## config.mk

```make
export PLATFORM = sky130hd
export DESIGN_NAME = uart_tx_engine
export DESIGN_NICKNAME = d
export VERILOG_FILES = /design/src/rtl/uart_pkg.sv /design/src/rtl/uart_bit_timer.sv /design/src/rtl/uart_tx_engine.sv
export SDC_FILE = /design/constraint.sdc
export NUM_CORES = 1
export LEC_CHECK = 0
export ABC_AREA = 1
export CAP_MARGIN = 20
export CORE_AREA = 2 2 53 55
export DETAILED_ROUTE_END_ITERATION = 16
export DIE_AREA = 0 0 55 57
export GPL_TIMING_DRIVEN = 1
export HOLD_SLACK_MARGIN = 0.02
export PLACE_DENSITY = 0.76
export SYNTH_ARGS = -nofsm -noshare
export SYNTH_HDL_FRONTEND = slang
export SYNTH_SLANG_ARGS = --single-unit
```

## constraint.sdc

```tcl
create_clock -name clk -period 1.92 [get_ports clk]
set_input_delay 0.288 -clock clk [delete_from_list [all_inputs] [get_ports clk]]
set_output_delay 0.288 -clock clk [all_outputs]
set_load 0.005 [all_outputs]
```

## src/rtl/uart_pkg.sv

```systemverilog
// Shared UART definitions used by the transmit engine and the receiver.
//   uart_tx_state_t           : transmit FSM state encoding
//   UART_DATA_BITS            : data bits per frame
//   UART_DEFAULT_CLKS_PER_BIT : default bit period (12 MHz / 115200)
package uart_pkg;

  localparam int unsigned UART_DATA_BITS            = 8;
  localparam int unsigned UART_DEFAULT_CLKS_PER_BIT = 104;

  typedef enum logic [2:0] {
    ST_IDLE,
    ST_FETCH_REQ,
    ST_FETCH_WAIT,
    ST_START,
    ST_DATA,
    ST_STOP
  } uart_tx_state_t;

endpackage

```

## src/rtl/uart_bit_timer.sv

```systemverilog
// Bit-period timer shared by the UART transmitter and receiver.
//   clk     : system clock
//   reset   : asynchronous active-high reset
//   restart : hold the timer at the start of a period
//   periods : number of bit periods per done pulse (1..3)
//   done    : single-cycle pulse on the last cycle of the final period
module uart_bit_timer #(
  parameter int unsigned CLKS_PER_BIT = 104
) (
  input  logic       clk,
  input  logic       reset,
  input  logic       restart,
  input  logic [1:0] periods,
  output logic       done
);

  localparam int unsigned   CW   = $clog2(CLKS_PER_BIT);
  localparam logic [CW-1:0] LAST = CW'(CLKS_PER_BIT - 1);

  logic [CW-1:0] cnt_q, cnt_d;
  logic [1:0]    rep_q, rep_d;
  logic          wrap;

  always_comb begin
    wrap  = (cnt_q == LAST);
    // A multi-period span is counted as whole bit periods, so the
    // cycle counter never needs to be wider than one bit period.
    done  = wrap && (rep_q == 2'(periods - 2'd1));
    cnt_d = cnt_q + 1'b1;
    rep_d = rep_q;
    if (restart || done) begin
      cnt_d = '0;
      rep_d = '0;
    end else if (wrap) begin
      cnt_d = '0;
      rep_d = rep_q + 2'd1;
    end
  end

  always_ff @(posedge clk or posedge reset) begin
    if (reset) begin
      cnt_q <= '0;
      rep_q <= '0;
    end else begin
      cnt_q <= cnt_d;
      rep_q <= rep_d;
    end
  end

endmodule

```

## src/rtl/uart_tx_engine.sv

```systemverilog
// UART transmit engine: pops bytes from the TX FIFO and sends them as
// 8N1 / 8N2 frames, LSB first.
//   clk              : system clock
//   reset            : asynchronous active-high reset
//   enable           : allows a new frame to start (sampled in IDLE only)
//   fifo_empty       : FIFO empty flag
//   fifo_data        : FIFO read data, valid the cycle after a rising request
//   fifo_read_active : FIFO read request (FIFO pops on its rising edge)
//   tx               : serial output, idle high
//   busy             : high whenever the engine is not IDLE
module uart_tx_engine
  import uart_pkg::*;
#(
  parameter int unsigned CLKS_PER_BIT = UART_DEFAULT_CLKS_PER_BIT,
  parameter int unsigned STOP_BITS    = 1
) (
  input  logic       clk,
  input  logic       reset,
  input  logic       enable,
  input  logic       fifo_empty,
  input  logic [7:0] fifo_data,
  output logic       fifo_read_active,
  output logic       tx,
  output logic       busy
);

  localparam logic [2:0] LAST_BIT = 3'(UART_DATA_BITS - 1);

  uart_tx_state_t            state_q, state_d;
  logic [UART_DATA_BITS-1:0] shift_q, shift_d;
  logic [2:0]                bit_idx_q, bit_idx_d;
  logic                      tx_q, tx_d;
  logic                      fra_q, fra_d;
  logic                      busy_q, busy_d;

  logic       timer_restart;
  logic [1:0] timer_periods;
  logic       bit_done;

  uart_bit_timer #(
    .CLKS_PER_BIT(CLKS_PER_BIT)
  ) u_bit_timer (
    .clk    (clk),
    .reset  (reset),
    .restart(timer_restart),
    .periods(timer_periods),
    .done   (bit_done)
  );

  always_comb begin
    state_d       = state_q;
    shift_d       = shift_q;
    bit_idx_d     = bit_idx_q;
    tx_d          = tx_q;
    fra_d         = fra_q;
    timer_restart = 1'b0;
    timer_periods = 2'd1;

    case (state_q)
      ST_IDLE: begin
        timer_restart = 1'b1;
        tx_d          = 1'b1;
        if (enable && !fifo_empty) begin
          state_d = ST_FETCH_REQ;
          fra_d   = 1'b1;
        end
      end
      ST_FETCH_REQ: begin
        timer_restart = 1'b1;
        state_d       = ST_FETCH_WAIT;
      end
      ST_FETCH_WAIT: begin
        // Timer is restarted here so the start bit gets a full period.
        timer_restart = 1'b1;
        shift_d       = fifo_data;
        fra_d         = 1'b0;
        tx_d          = 1'b0;
        state_d       = ST_START;
      end
      ST_START: begin
        if (bit_done) begin
          tx_d      = shift_q[0];
          shift_d   = shift_q >> 1;
          bit_idx_d = '0;
          state_d   = ST_DATA;
        end
      end
      ST_DATA: begin
        if (bit_done) begin
          if (bit_idx_q == LAST_BIT) begin
            tx_d      = 1'b1;
            bit_idx_d = '0;
            state_d   = ST_STOP;
          end else begin
            tx_d      = shift_q[0];
            shift_d   = shift_q >> 1;
            bit_idx_d = bit_idx_q + 3'd1;
          end
        end
      end
      ST_STOP: begin
        timer_periods = 2'(STOP_BITS);
        if (bit_done) begin
          state_d = ST_IDLE;
        end
      end
      default: begin
        state_d = ST_IDLE;
      end
    endcase

    busy_d = (state_d != ST_IDLE);
  end

  always_ff @(posedge clk or posedge reset) begin
    if (reset) begin
      state_q   <= ST_IDLE;
      shift_q   <= '0;
      bit_idx_q <= '0;
      tx_q      <= 1'b1;
      fra_q     <= 1'b0;
      busy_q    <= 1'b0;
    end else begin
      state_q   <= state_d;
      shift_q   <= shift_d;
      bit_idx_q <= bit_idx_d;
      tx_q      <= tx_d;
      fra_q     <= fra_d;
      busy_q    <= busy_d;
    end
  end

  assign tx               = tx_q;
  assign fifo_read_active = fra_q;
  assign busy             = busy_q;

endmodule

```

==> results_tabular.tex, run 1 <==
\begin{tabular}{lr}
\hline
Metric & Value \\
\hline
\multicolumn{2}{l}{\textbf{Timing}} \\
Final period demand of the worst path & 1.648 ns \\
RSZ-0062 raised after global routing & no \\
Finish-stage setup viols & 0 \\
Final Max Slew Viols & 0 \\
Maximum clock frequency & 606.9 MHz \\
Share of the clock period used by the worst path & 0.8583 \\
Transition at the pin with the smallest max-transition slack & 0.3554 ns \\
Final-report hold violation count & 0 \\
Rel. slew slack & 0.7622 \\
Total negative slack & 0 ns \\
Worst hold slack after final layout & 0.2088 ns \\
Largest clock skew in the final design & 0.007899 ns \\
\multicolumn{2}{l}{\textbf{Yosys}} \\
Yosys synthesis warning count & 0 \\
Post-synthesis mux area share & 0 \\
Ranking of synthesized cells by area & dfrtp\_1 47\%, nand2\_1 19\%, nor2\_1 4.8\% \\
Per-instance average area after synthesis & 7.937 um\^{}2 \\
Summed instance area of the synthesized netlist & 1341 um\^{}2 \\
Post-Synthesis Net Count & 185 \\
Main combinational cell family by area after synthesis & simple AND/OR/NAND/NOR gates \\
Seq/Total Area, Yosys & 0.4860 \\
Number of synthesized register bits & 26 \\
Xor/xnor cell area share of the yosys netlist & 0.006530 \\
Post-synth top area share & 0.4664 \\
Most area-hungry cell type in the Yosys netlist & dfrtp\_1 \\
Complex-gate fraction of the synthesized area & 0.04571 \\
Simple logic cell fraction of the synthesized area & 0.3647 \\
Post-synthesis instance total & 169 \\
Unique masters post-synth & 24 \\
Share of synthesized cell area in full adder, half adder and majority cells & 0.03731 \\
\multicolumn{2}{l}{\textbf{Worst setup path}} \\
Count of buffering cells on the critical path with inverters included & 1 \\
Worst path top cell family by delay & flip-flops \\
Cell at the slowest stage of the critical path & dfstp\_2 \\
Top fanout value on the critical path & 2 \\
Required time of the critical path & 1.63 ns \\
Worst R2R Start & u\_bit\_timer.cnt\_q[0]\$\_DFF\_PP0\_ \\
Worst-case reg-to-reg path depth & 8 \\
Worst R2R Setup Slack & 0.39 ns \\
Type of origin of the critical path & flip-flop \\
Critical-path cell list & clkdlybuf4s50\_1 \\
Data arrival, critical path & 1.36 ns \\
CP peak stage delay & 0.56 ns \\
Endpoint of the most critical register-to-register path & busy\$\_DFF\_PP0\_ \\
Path type of the worst setup path & reg -> out \\
Type of destination of the critical path & primary output \\
\multicolumn{2}{l}{\textbf{Clocking}} \\
\# Post-CTS Setup Buffers & 0 \\
CTS tree & built \\
Number of sinks handled by clock tree synthesis & 26 \\
Number of levels the H-tree was split into & 1 \\
Total CTS buffers & 3 \\
Clock-pin slew on the worst setup and hold paths & 0.14 ns \\
Post-cts sizing count & 0 \\
CTS Root Buffer Type & clkbuf\_4 \\
Maximum clock path buffer count & 2 \\
Hold buffers post-CTS & 0 \\
Insertion delay of the later-clocked pin in the worst-skew pair & 0.31 ns \\
\multicolumn{2}{l}{\textbf{Placed design}} \\
HPWL Detailed & 2.010 mm \\
Count of buffers inserted at the top-level ports & 14 \\
GPL Wtd Cong & 0.8305 \\
Number of placed instances with taps included & 215 \\
\multicolumn{2}{l}{\textbf{Worst hold path}} \\
Path class of the lowest-slack min-delay path & in -> async \\
\multicolumn{2}{l}{\textbf{Drt}} \\
DRC marker count from the first detailed-route iteration & 52 \\
Detailed-route wire length per cell & 11.53 um \\
Remaining antenna violation count after routing & 0 \\
Total vias in the final route & 1107 \\
Wirelength, routed & 2.526 mm \\
Mean number of vias per cell & 5.055 \\
DRC & 0 \\
DR pass1 iterations & 4 \\
\multicolumn{2}{l}{\textbf{Global routing}} \\
Pin count of the biggest net entering global routing & 15 \\
First-pass GRT wire length & 4.429 mm \\
Total Routing Usage GR & 0.1866 \\
Via count of the first global-routing pass & 1128 \\
Final global-route overflow total & 0 \\
Antenna violations before repair & 0 \\
\multicolumn{2}{l}{\textbf{Die}} \\
Placeable core area & 2615 um\^{}2 \\
Top-level I/O count & 15 \\
Die Footprint & 3135 um\^{}2 \\
Die Y-Extent & 57 um \\
Starting density of the core & 0.5129 \\
Row count & 19 \\
Die span in x & 55 um \\
\multicolumn{2}{l}{\textbf{Pwr}} \\
Areal power density over the cells & 567.7 nW/um\^{}2 \\
Worst IR Drop VDD & 334.4 uV \\
Leak pwr & 0.8175 nW \\
Switching power & 0.0001836 W \\
Internal power & 0.0007020 W \\
Clk network pwr share & 0.307 \\
Logic gate share of total power & 0.059 \\
Switching share of power & 0.2073 \\
Sequential group share of total power & 0.634 \\
\multicolumn{2}{l}{\textbf{Finish}} \\
Final Util & 0.5967 \\
Total number of nets in the final design & 205 \\
Share of cells above drive strength 1 & 0.09574 \\
Final cell count without fillers & 219 \\
Syn-to-layout area delta & 16.32\% \\
Number of antenna cells inserted & 0 \\
Filler cell count & 220 \\
\multicolumn{2}{l}{\textbf{Outcome}} \\
Status & complete, no violations \\
\multicolumn{2}{l}{\textbf{Flow run}} \\
Maximum capacitance violations & 0 \\
\hline
\end{tabular}
how the worst max path moves through the flow:
stage / start / cells after the start / slack, ns / to
final: tx$_DFFE_PP1P_ / 1 / 0.27 / tx
after global routing: u_bit_timer.cnt_q[0]$_DFF_PP0_ / 8 / 0.18 / busy$_DFF_PP0_
after CTS: tx$_DFFE_PP1P_ / 1 / 0.27 / tx
after detailed placement: u_bit_timer.cnt_q[0]$_DFF_PP0_ / 8 / 0.41 / busy$_DFF_PP0_
after global placement: u_bit_timer.cnt_q[0]$_DFF_PP0_ / 8 / 0.44 / busy$_DFF_PP0_
after floorplan: bit_idx_q[0]$_DFFE_PP0P_ / 4 / 0.60 / bit_idx_q[0]$_DFFE_PP0P_
cells in the mapped netlist:
library cell / count
nand2_1: 69
dfrtp_1: 25
nor2_1: 17
inv_1: 15
nand3_1: 10
o21ai_0: 7
ha_1: 4
a21oi_1: 2
nand2_4: 2
nand3_2: 2
nor3_1: 2
nor3b_1: 2
buf_6: 1
clkinv_4: 1
dfstp_2: 1
inv_2: 1
nand2_2: 1
nand3_4: 1
nand3b_1: 1
nor2_4: 1
o21ai_2: 1
o31ai_1: 1
or2_2: 1
xor2_1: 1
cell type report:
cell class                 count  area (um^2)  area share
inverter                      17        68.82     0.04411
sequential                    26        651.9      0.4178
tap                           31        38.79     0.02486
multi-input combinational    125        609.3      0.3905
clock buffer                   4        36.28     0.02326
timing repair buffer          16        155.1     0.09944
state kept, by name, indices dropped and copies added, names as in the netlist:
register	flops
shift_q	8
u_bit_timer.cnt_q	7
bit_idx_q	3
state_q	3
u_bit_timer.rep_q	2
busy	1
fifo_read_active	1
tx	1
logic make-up (layout without fill, tap and decap cells):
family,Yosys count,in the layout
buf+inv,18,37
xor+xnor,1,1
simple gates,109,109
compound gates,11,11
fa+ha+maj,4,4
flops,26,26
through the flow:
stage               cell area (um^2)  worst slack, ns   power, W
floorplan                       1341           0.5967  0.0005927
global placement                1524           0.4412  0.0006235
detailed placement              1524           0.4075  0.0006252
CTS                             1560           0.2685  0.0008932
global route                    1560           0.1832  0.0009268
finish                          1560           0.2722  0.0008857
placed cells by master, fill, tap and decap left out, drive strengths merged:
| master | instances |
|---|---|
| inv | 16 |
| dfstp | 1 |
| clkinv | 1 |
| or2 | 1 |
| clkbuf | 4 |
| clkdlybuf4s50 | 14 |
| nand3b | 1 |
| ha | 4 |
| a21oi | 2 |
| nand2 | 72 |
| o21ai | 8 |
| o31ai | 1 |
| xor2 | 1 |
| nand3 | 13 |
| buf | 2 |
| nor2 | 18 |
| nor3b | 2 |
| dfrtp | 25 |
| nor3 | 2 |
layer usage:
layer,track usage,share of wire
met3,0.02618,0.027
met2,0.3350,0.52
met1,0.2278,0.45
met5,0,0
met4,0.04878,0.0063
power by group through the flow:
stage	Sequential, W	Combinational [W]	Clock [W]
3_3_place_gp	0.000571	0.0000527	0
5_1_grt	0.000562	0.0000607	0.000304
6_report	0.000561	0.0000526	0.000272
3_5_place_dp	0.000571	0.0000542	0
2_1_floorplan	0.000570	0.0000228	0
4_1_cts	0.000561	0.0000542	0.000278
Note: power is estimated with default switching activity, not from simulation.
==> run 2: changes to the inputs <==
CORE_AREA = 2 2 52 54   (was 2 2 53 55)
CTS_BUF_LIST = sky130_fd_sc_hd__clkbuf_8   (was not set)
DIE_AREA = 0 0 54 56   (was 0 0 55 57)
PLACE_DENSITY = 0.79   (was 0.76)
==> run 2 against run 1 <==
Against the previous run: combinational power is 3% lower; cell area is 0.64% higher; sequential power hardly changed; worst hold slack improved by 0.16 ns; routed wire length rose by 3.0%; clock skew decreased by 0.0036 ns; largest cell class unchanged; clock power grew 28%; clock-buffer cell count is the same; largest power group unchanged.
==> results_tabular.tex, run 2 (synthesis results as in run 1) <==
\begin{tabular}{lr}
\hline
Metric & Value \\
\hline
\multicolumn{2}{l}{\textbf{Clocking}} \\
Hold buffers post-CTS & 0 (unchanged) \\
CTS tree & built \\
Number of levels the H-tree was split into & 1 (unchanged) \\
Number of sinks handled by clock tree synthesis & 26 (unchanged) \\
\# Post-CTS Setup Buffers & 0 (unchanged) \\
Insertion delay of the later-clocked pin in the worst-skew pair & 0.26 ns (-0.05 ns) \\
Post-cts sizing count & 0 (unchanged) \\
CTS Root Buffer Type & clkbuf\_8 \\
Maximum clock path buffer count & 2 (unchanged) \\
Total CTS buffers & 3 (unchanged) \\
Clock-pin slew on the worst setup and hold paths & 0.09 ns (-0.05 ns) \\
\multicolumn{2}{l}{\textbf{Timing}} \\
RSZ-0062 raised after global routing & no \\
Rel. slew slack & 0.7484 (-0.01377) \\
Finish-stage setup viols & 0 (unchanged) \\
Final period demand of the worst path & 1.591 ns (-0.05687 ns) \\
Largest clock skew in the final design & 0.004293 ns (-0.003606 ns) \\
Final-report hold violation count & 0 (unchanged) \\
Maximum clock frequency & 628.5 MHz (+3.6\%) \\
Transition at the pin with the smallest max-transition slack & 0.3760 ns (+0.02057 ns) \\
Final Max Slew Viols & 0 (unchanged) \\
Total negative slack & 0 ns (unchanged) \\
Share of the clock period used by the worst path & 0.8286 (-0.02962) \\
\multicolumn{2}{l}{\textbf{Worst setup path}} \\
Worst R2R Start & u\_bit\_timer.cnt\_q[0]\$\_DFF\_PP0\_ \\
CP peak stage delay & 0.54 ns (-0.02 ns) \\
Required time of the critical path & 1.63 ns (about the same) \\
Critical-path cell list & clkdlybuf4s50\_1 \\
Cell at the slowest stage of the critical path & dfstp\_2 \\
Count of buffering cells on the critical path with inverters included & 1 (unchanged) \\
Path type of the worst setup path & reg -> out \\
Top fanout value on the critical path & 2 (unchanged) \\
Worst path top cell family by delay & flip-flops \\
Data arrival, critical path & 1.30 ns (-0.06 ns) \\
Type of origin of the critical path & flip-flop \\
Worst-case reg-to-reg path depth & 8 (unchanged) \\
Worst R2R Setup Slack & 0.36 ns (-0.03 ns) \\
Type of destination of the critical path & primary output \\
Path length in cells of the critical path & 1 (unchanged) \\
Endpoint of the most critical register-to-register path & busy\$\_DFF\_PP0\_ \\
\multicolumn{2}{l}{\textbf{Finish}} \\
Share of cells above drive strength 1 & 0.09091 (-0.004836) \\
Largest register by flop count & shift\_q \\
Final cell count without fillers & 217 (-0.91\%) \\
Register area & 651.9 um\^{}2 (unchanged) \\
Most frequent cells in the layout & 69 x nand2\_1, 25 x dfrtp\_1, 17 x nor2\_1, 15 x inv\_1, 14 x clkdlybuf4s50\_1 \\
Filler cell count & 204 (-7.3\%) \\
Area used by multi-input combinational logic & 609.3 um\^{}2 (unchanged) \\
Largest registers & shift\_q x8, u\_bit\_timer.cnt\_q x7 \\
Total number of nets in the final design & 204 (-0.49\%) \\
Number of antenna cells inserted & 0 (unchanged) \\
Commonest non-fill, non-tap cell in the layout & nand2\_1 \\
Largest register FFs & 8 (unchanged) \\
Syn-to-layout area delta & 17.07\% \\
Final standard cell area without fillers & 1570 um\^{}2 (+0.64\%) \\
\multicolumn{2}{l}{\textbf{Global routing}} \\
Final global-route overflow total & 0 (unchanged) \\
Met3 track demand over resource & 0.02688 (+0.0007037) \\
First-pass GRT wire length & 4.395 mm (-0.77\%) \\
Met2 Track Usage GR & 0.3275 (-0.007508) \\
Met1 routing resource usage after global routing & 0.2408 (+0.01301) \\
Via count of the first global-routing pass & 1102 (-2.3\%) \\
Pin count of the biggest net entering global routing & 27 (+12) \\
Total Routing Usage GR & 0.1917 (+0.005024) \\
Grt peak-use layer & met2 \\
Antenna violations before repair & 0 (unchanged) \\
\multicolumn{2}{l}{\textbf{Drt}} \\
DRC & 0 (unchanged) \\
DRC marker count from the first detailed-route iteration & 12 (-77\%) \\
Mean number of vias per cell & 5.101 (+0.92\%) \\
Wirelength, routed & 2.602 mm (+3.0\%) \\
Detailed-route wire length per cell & 11.99 um (+4.0\%) \\
DR pass1 iterations & 4 (unchanged) \\
Total vias in the final route & 1107 (unchanged) \\
Remaining antenna violation count after routing & 0 (unchanged) \\
\multicolumn{2}{l}{\textbf{Flow run}} \\
Maximum capacitance violations & 0 (unchanged) \\
\multicolumn{2}{l}{\textbf{Die}} \\
Placeable core area & 2432 um\^{}2 (-7.0\%) \\
Die Y-Extent & 56 um (-1.8\%) \\
Row count & 18 (-1) \\
Top-level I/O count & 15 (unchanged) \\
Die span in x & 54 um (-1.8\%) \\
Starting density of the core & 0.5514 (+0.03852) \\
Die Footprint & 3024 um\^{}2 (-3.5\%) \\
\multicolumn{2}{l}{\textbf{Placed design}} \\
Number of placed instances with taps included & 213 (-0.93\%) \\
HPWL Detailed & 1.979 mm (-1.5\%) \\
GPL Wtd Cong & 0.7852 (-5.5\%) \\
Count of buffers inserted at the top-level ports & 14 (unchanged) \\
Area of placed instances & 1515 um\^{}2 (-0.57\%) \\
\multicolumn{2}{l}{\textbf{Worst hold path}} \\
Path class of the lowest-slack min-delay path & in -> async \\
\multicolumn{2}{l}{\textbf{Pwr}} \\
Worst IR Drop VDD & 499.0 uV (+49\%) \\
Design Power & 0.0009592 W (+8.3\%) \\
Areal power density over the cells & 610.9 nW/um\^{}2 (+7.6\%) \\
Leak pwr & 0.8204 nW (+0.36\%) \\
\multicolumn{2}{l}{\textbf{Outcome}} \\
Status & complete, no violations \\
\hline
\end{tabular}
-- run 2: cell types whose count changed in the layout (fill, tap and decap cells not counted) --
cell,delta
clkbuf_4,-3
clkbuf_8,+3
buf_4,-1
-- run 2: where the power goes --
group          total (W)  internal, W  leakage, nW  switching, W
clock           0.000348     0.000183       0.0288      0.000165
combinational  0.0000511    0.0000288        0.490     0.0000223
sequential      0.000560     0.000556        0.302    0.00000449
total           0.000959     0.000768        0.820      0.000192
-- run 2: layout make-up --
type	count	area share
well taps	30	0.02390
repair buffers	15	0.09402
flip-flops and latches	26	0.4151
multi-input cells	125	0.3880
inverters	17	0.04382
clock buffers	4	0.03506
-- run 2: routing by layer --
layer  part of all wire  up-vias
met2               0.50       24
met4              0.013        0
met3              0.025        6
met5                  0        -
met1               0.46      512
li1                   -      565
-- run 2: metrics by stage --
| stage | hold slack (ns) | utilization | setup slack [ns] |
|---|---|---|---|
| after floorplan | 0.3273 | - | 0.5967 |
| after global placement | 0.4440 | 0.6229 | 0.4424 |
| after detailed placement | 0.4540 | 0.6229 | 0.3583 |
| after CTS | 0.3750 | 0.6456 | 0.3276 |
| after global routing | 0.3967 | 0.6456 | 0.1989 |
| final | 0.3640 | 0.6456 | 0.3290 |
-- run 2: worst max-delay path by stage --
stage | start | end | slack (ns)
floorplan | bit_idx_q[0]$_DFFE_PP0P_ | bit_idx_q[0]$_DFFE_PP0P_ | 0.60
global placement | u_bit_timer.cnt_q[0]$_DFF_PP0_ | busy$_DFF_PP0_ | 0.44
detailed placement | u_bit_timer.cnt_q[0]$_DFF_PP0_ | busy$_DFF_PP0_ | 0.36
CTS | tx$_DFFE_PP1P_ | tx | 0.33
global route | u_bit_timer.cnt_q[0]$_DFF_PP0_ | u_bit_timer.rep_q[1]$_DFFE_PP0P_ | 0.20
finish | tx$_DFFE_PP1P_ | tx | 0.33
-- run 2: worst min-delay path: stages --
cell and delay (ns):
clkdlybuf4s50_1 0.39, inv_1 0.05, buf_4 0.31
==> run 3: changes to the inputs <==
clock period = 1.6 ns   (was 1.92 ns; I/O delays follow)
==> run 3 against run 2 <==
Against the previous run: via count is 2.8% higher; register-to-register slack worse by 0.25 ns; sequential share of layout area down 1.4 points; setup slack worse by 0.27 ns; non-clock buffer count up 5; die area stayed put; combinational power increased by 27%; power grew 14%; final cell count rose by 2.3%; clock skew decreased by 0.0011 ns; critical path type unchanged; largest cell class unchanged.
==> results_tabular.tex, run 3 (synthesis results as in run 1) <==
\begin{tabular}{lr}
\hline
Metric & Value \\
\hline
\multicolumn{2}{l}{\textbf{Finish}} \\
Largest register FFs & 8 (unchanged) \\
Filler cell count & 204 (unchanged) \\
Total number of nets in the final design & 209 (+2.5\%) \\
Share of cells above drive strength 1 & 0.1302 (+0.03930) \\
Number of antenna cells inserted & 0 (unchanged) \\
Final Util & 0.6682 (+0.02263) \\
Commonest non-fill, non-tap cell in the layout & nand2\_1 \\
Syn-to-layout area delta & 21.18\% \\
Largest registers & shift\_q x8, u\_bit\_timer.cnt\_q x7 \\
Most frequent cells in the layout & 67 x nand2\_1, 25 x dfrtp\_1, 16 x nor2\_1, 16 x inv\_1, 14 x clkdlybuf4s50\_1 \\
Largest register by flop count & shift\_q \\
\multicolumn{2}{l}{\textbf{Placed design}} \\
GPL Wtd Cong & 0.7218 (-8.1\%) \\
Count of buffers inserted at the top-level ports & 14 (unchanged) \\
Post-Place Setup Slack & 0.1290 ns (-0.2293 ns) \\
HPWL Detailed & 1.992 mm (+0.62\%) \\
\multicolumn{2}{l}{\textbf{Flow run}} \\
Maximum capacitance violations & 0 (unchanged) \\
\multicolumn{2}{l}{\textbf{Clocking}} \\
Insertion delay of the later-clocked pin in the worst-skew pair & 0.26 ns (about the same) \\
Total CTS buffers & 3 (unchanged) \\
Number of levels the H-tree was split into & 1 (unchanged) \\
CTS tree & built \\
Clock-pin slew on the worst setup and hold paths & 0.08 ns (about the same) \\
Number of sinks handled by clock tree synthesis & 26 (unchanged) \\
Hold buffers post-CTS & 0 (unchanged) \\
CTS Root Buffer Type & clkbuf\_8 \\
Maximum clock path buffer count & 2 (unchanged) \\
\multicolumn{2}{l}{\textbf{Drt}} \\
Detailed-route wire length per cell & 11.63 um (-3.0\%) \\
Mean number of vias per cell & 5.126 (+0.49\%) \\
Remaining antenna violation count after routing & 0 (unchanged) \\
Total vias in the final route & 1138 (+2.8\%) \\
DRC marker count from the first detailed-route iteration & 29 (+17) \\
DRC & 0 (unchanged) \\
Wirelength, routed & 2.582 mm (-0.77\%) \\
DR pass1 iterations & 4 (unchanged) \\
\multicolumn{2}{l}{\textbf{Worst setup path}} \\
Top fanout value on the critical path & 2 (unchanged) \\
Worst R2R Start & state\_q[1]\$\_DFF\_PP0\_ \\
Type of destination of the critical path & primary output \\
Data arrival, critical path & 1.30 ns (about the same) \\
Origin of the worst setup path & tx\$\_DFFE\_PP1P\_ \\
Required time of the critical path & 1.36 ns (-0.27 ns) \\
Cell at the slowest stage of the critical path & dfstp\_2 \\
Critical-path cell list & clkdlybuf4s50\_1 \\
Worst path top cell family by delay & flip-flops \\
Endpoint of the most critical register-to-register path & shift\_q[4]\$\_DFFE\_PP0P\_ \\
Worst R2R Setup Slack & 0.11 ns (-0.25 ns) \\
Type of origin of the critical path & flip-flop \\
CP peak stage delay & 0.55 ns (about the same) \\
Count of buffering cells on the critical path with inverters included & 1 (unchanged) \\
Worst-case reg-to-reg path depth & 8 (unchanged) \\
Path type of the worst setup path & reg -> out \\
\multicolumn{2}{l}{\textbf{Pwr}} \\
Clk network pwr share & 0.327 (-0.036) \\
Switching share of power & 0.2006 (+0.0007678) \\
Design Power & 0.001096 W (+14\%) \\
Internal power & 0.0008759 W (+14\%) \\
Leak pwr & 0.8441 nW (+2.9\%) \\
Worst IR Drop VDD & 548.6 uV (+9.9\%) \\
Logic gate share of total power & 0.059 (+0.006) \\
Sequential group share of total power & 0.614 (+0.030) \\
Switching power & 0.0002198 W (+15\%) \\
Areal power density over the cells & 674.1 nW/um\^{}2 (+10\%) \\
\multicolumn{2}{l}{\textbf{Timing}} \\
Finish-stage setup viols & 0 (unchanged) \\
RSZ-0062 raised after global routing & no \\
Largest clock skew in the final design & 0.003146 ns (-0.001147 ns) \\
Rel. slew slack & 0.6992 (-0.04919) \\
Least setup slack across all paths after layout & 0.05778 ns (-0.2712 ns) \\
Total negative slack & 0 ns (unchanged) \\
Maximum clock frequency & 648.4 MHz \\
Share of the clock period used by the worst path & 0.9639 \\
Final period demand of the worst path & 1.542 ns \\
Transition at the pin with the smallest max-transition slack & 0.4506 ns (+0.07468 ns) \\
Final-report hold violation count & 0 (unchanged) \\
Final Max Slew Viols & 0 (unchanged) \\
\multicolumn{2}{l}{\textbf{Outcome}} \\
Status & complete, no violations \\
\multicolumn{2}{l}{\textbf{Global routing}} \\
First-pass GRT wire length & 4.443 mm (+1.1\%) \\
Final global-route overflow total & 0 (unchanged) \\
Pin count of the biggest net entering global routing & 15 (-44\%) \\
Met1 routing resource usage after global routing & 0.2627 (+0.02186) \\
Met2 Track Usage GR & 0.3118 (-0.01568) \\
Antenna violations before repair & 0 (unchanged) \\
Grt peak-use layer & met2 \\
Via count of the first global-routing pass & 1069 (-3.0\%) \\
Met3 track demand over resource & 0.03226 (+0.005376) \\
Total Routing Usage GR & 0.1930 (+0.001292) \\
\multicolumn{2}{l}{\textbf{Die}} \\
Die Footprint & 3024 um\^{}2 (unchanged) \\
Placeable core area & 2432 um\^{}2 (unchanged) \\
Top-level I/O count & 15 (unchanged) \\
Starting density of the core & 0.5514 (unchanged) \\
Die span in x & 54 um (unchanged) \\
Row count & 18 (unchanged) \\
Die Y-Extent & 56 um (unchanged) \\
\multicolumn{2}{l}{\textbf{Worst hold path}} \\
Path class of the lowest-slack min-delay path & in -> async \\
\hline
\end{tabular}
run 3: changes by cell type in the layout (fill, tap and decap cells not counted):
cell	before	now
nand3_2	2	1
buf_4	1	6
nand3_4	1	2
nor2_2	0	1
clkbuf_8	4	3
ha_1	4	3
ha_4	0	1
nand2_2	1	3
nor2_1	17	16
inv_1	15	16
nand2_1	69	67
run 3: power by group through the flow:
stage | Combinational (W) | Clock, W | Sequential, W
floorplan | 0.0000274 | 0 | 0.000684
global placement | 0.0000644 | 0 | 0.000685
detailed placement | 0.0000662 | 0 | 0.000685
CTS | 0.0000663 | 0.000370 | 0.000673
global route | 0.0000743 | 0.000408 | 0.000674
finish | 0.0000647 | 0.000358 | 0.000673
run 3: area by class of cell:
class,instances,area [um^2],area share
Clock buffer,3,41.29,0.02540
Timing Repair Buffer,20,185.2,0.1139
Tap cell,30,37.54,0.02309
Multi-Input combinational cell,125,636.9,0.3918
Inverter,17,68.82,0.04234
Sequential cell,26,651.9,0.4011
Clock inverter,1,3.754,0.002309
run 3: per-layer routing:
metal  wire length, um  up-vias
met1              1164      536
met4                23        0
met2              1311       24
met3                81        4
met5                 0        -
li1                  -      574
run 3: repair_timing:
item	4_1_cts	5_1_grt
setup buffers	0	1
resized for setup	0	6
endpoints found under the setup margin	0	10
run 3: worst max-delay path by stage:
stage | to | slack (ns) | cells past startpoint
global route | shift_q[3]$_DFFE_PP0P_ | 0.003 | 8
detailed placement | shift_q[2]$_DFFE_PP0P_ | 0.13 | 8
CTS | tx | 0.05 | 1
floorplan | bit_idx_q[0]$_DFFE_PP0P_ | 0.28 | 4
global placement | shift_q[2]$_DFFE_PP0P_ | 0.16 | 8
finish | tx | 0.06 | 1
run 3: per-stage QoR:
step                      instances  hold WS [ns]  area (um^2)
after detailed placement        217        0.4632         1545
after floorplan                 169        0.2793         1341
final                           222        0.2692         1625
after CTS                       221        0.2824         1590
after global placement          217        0.4424         1545
after global routing            222        0.3163         1625
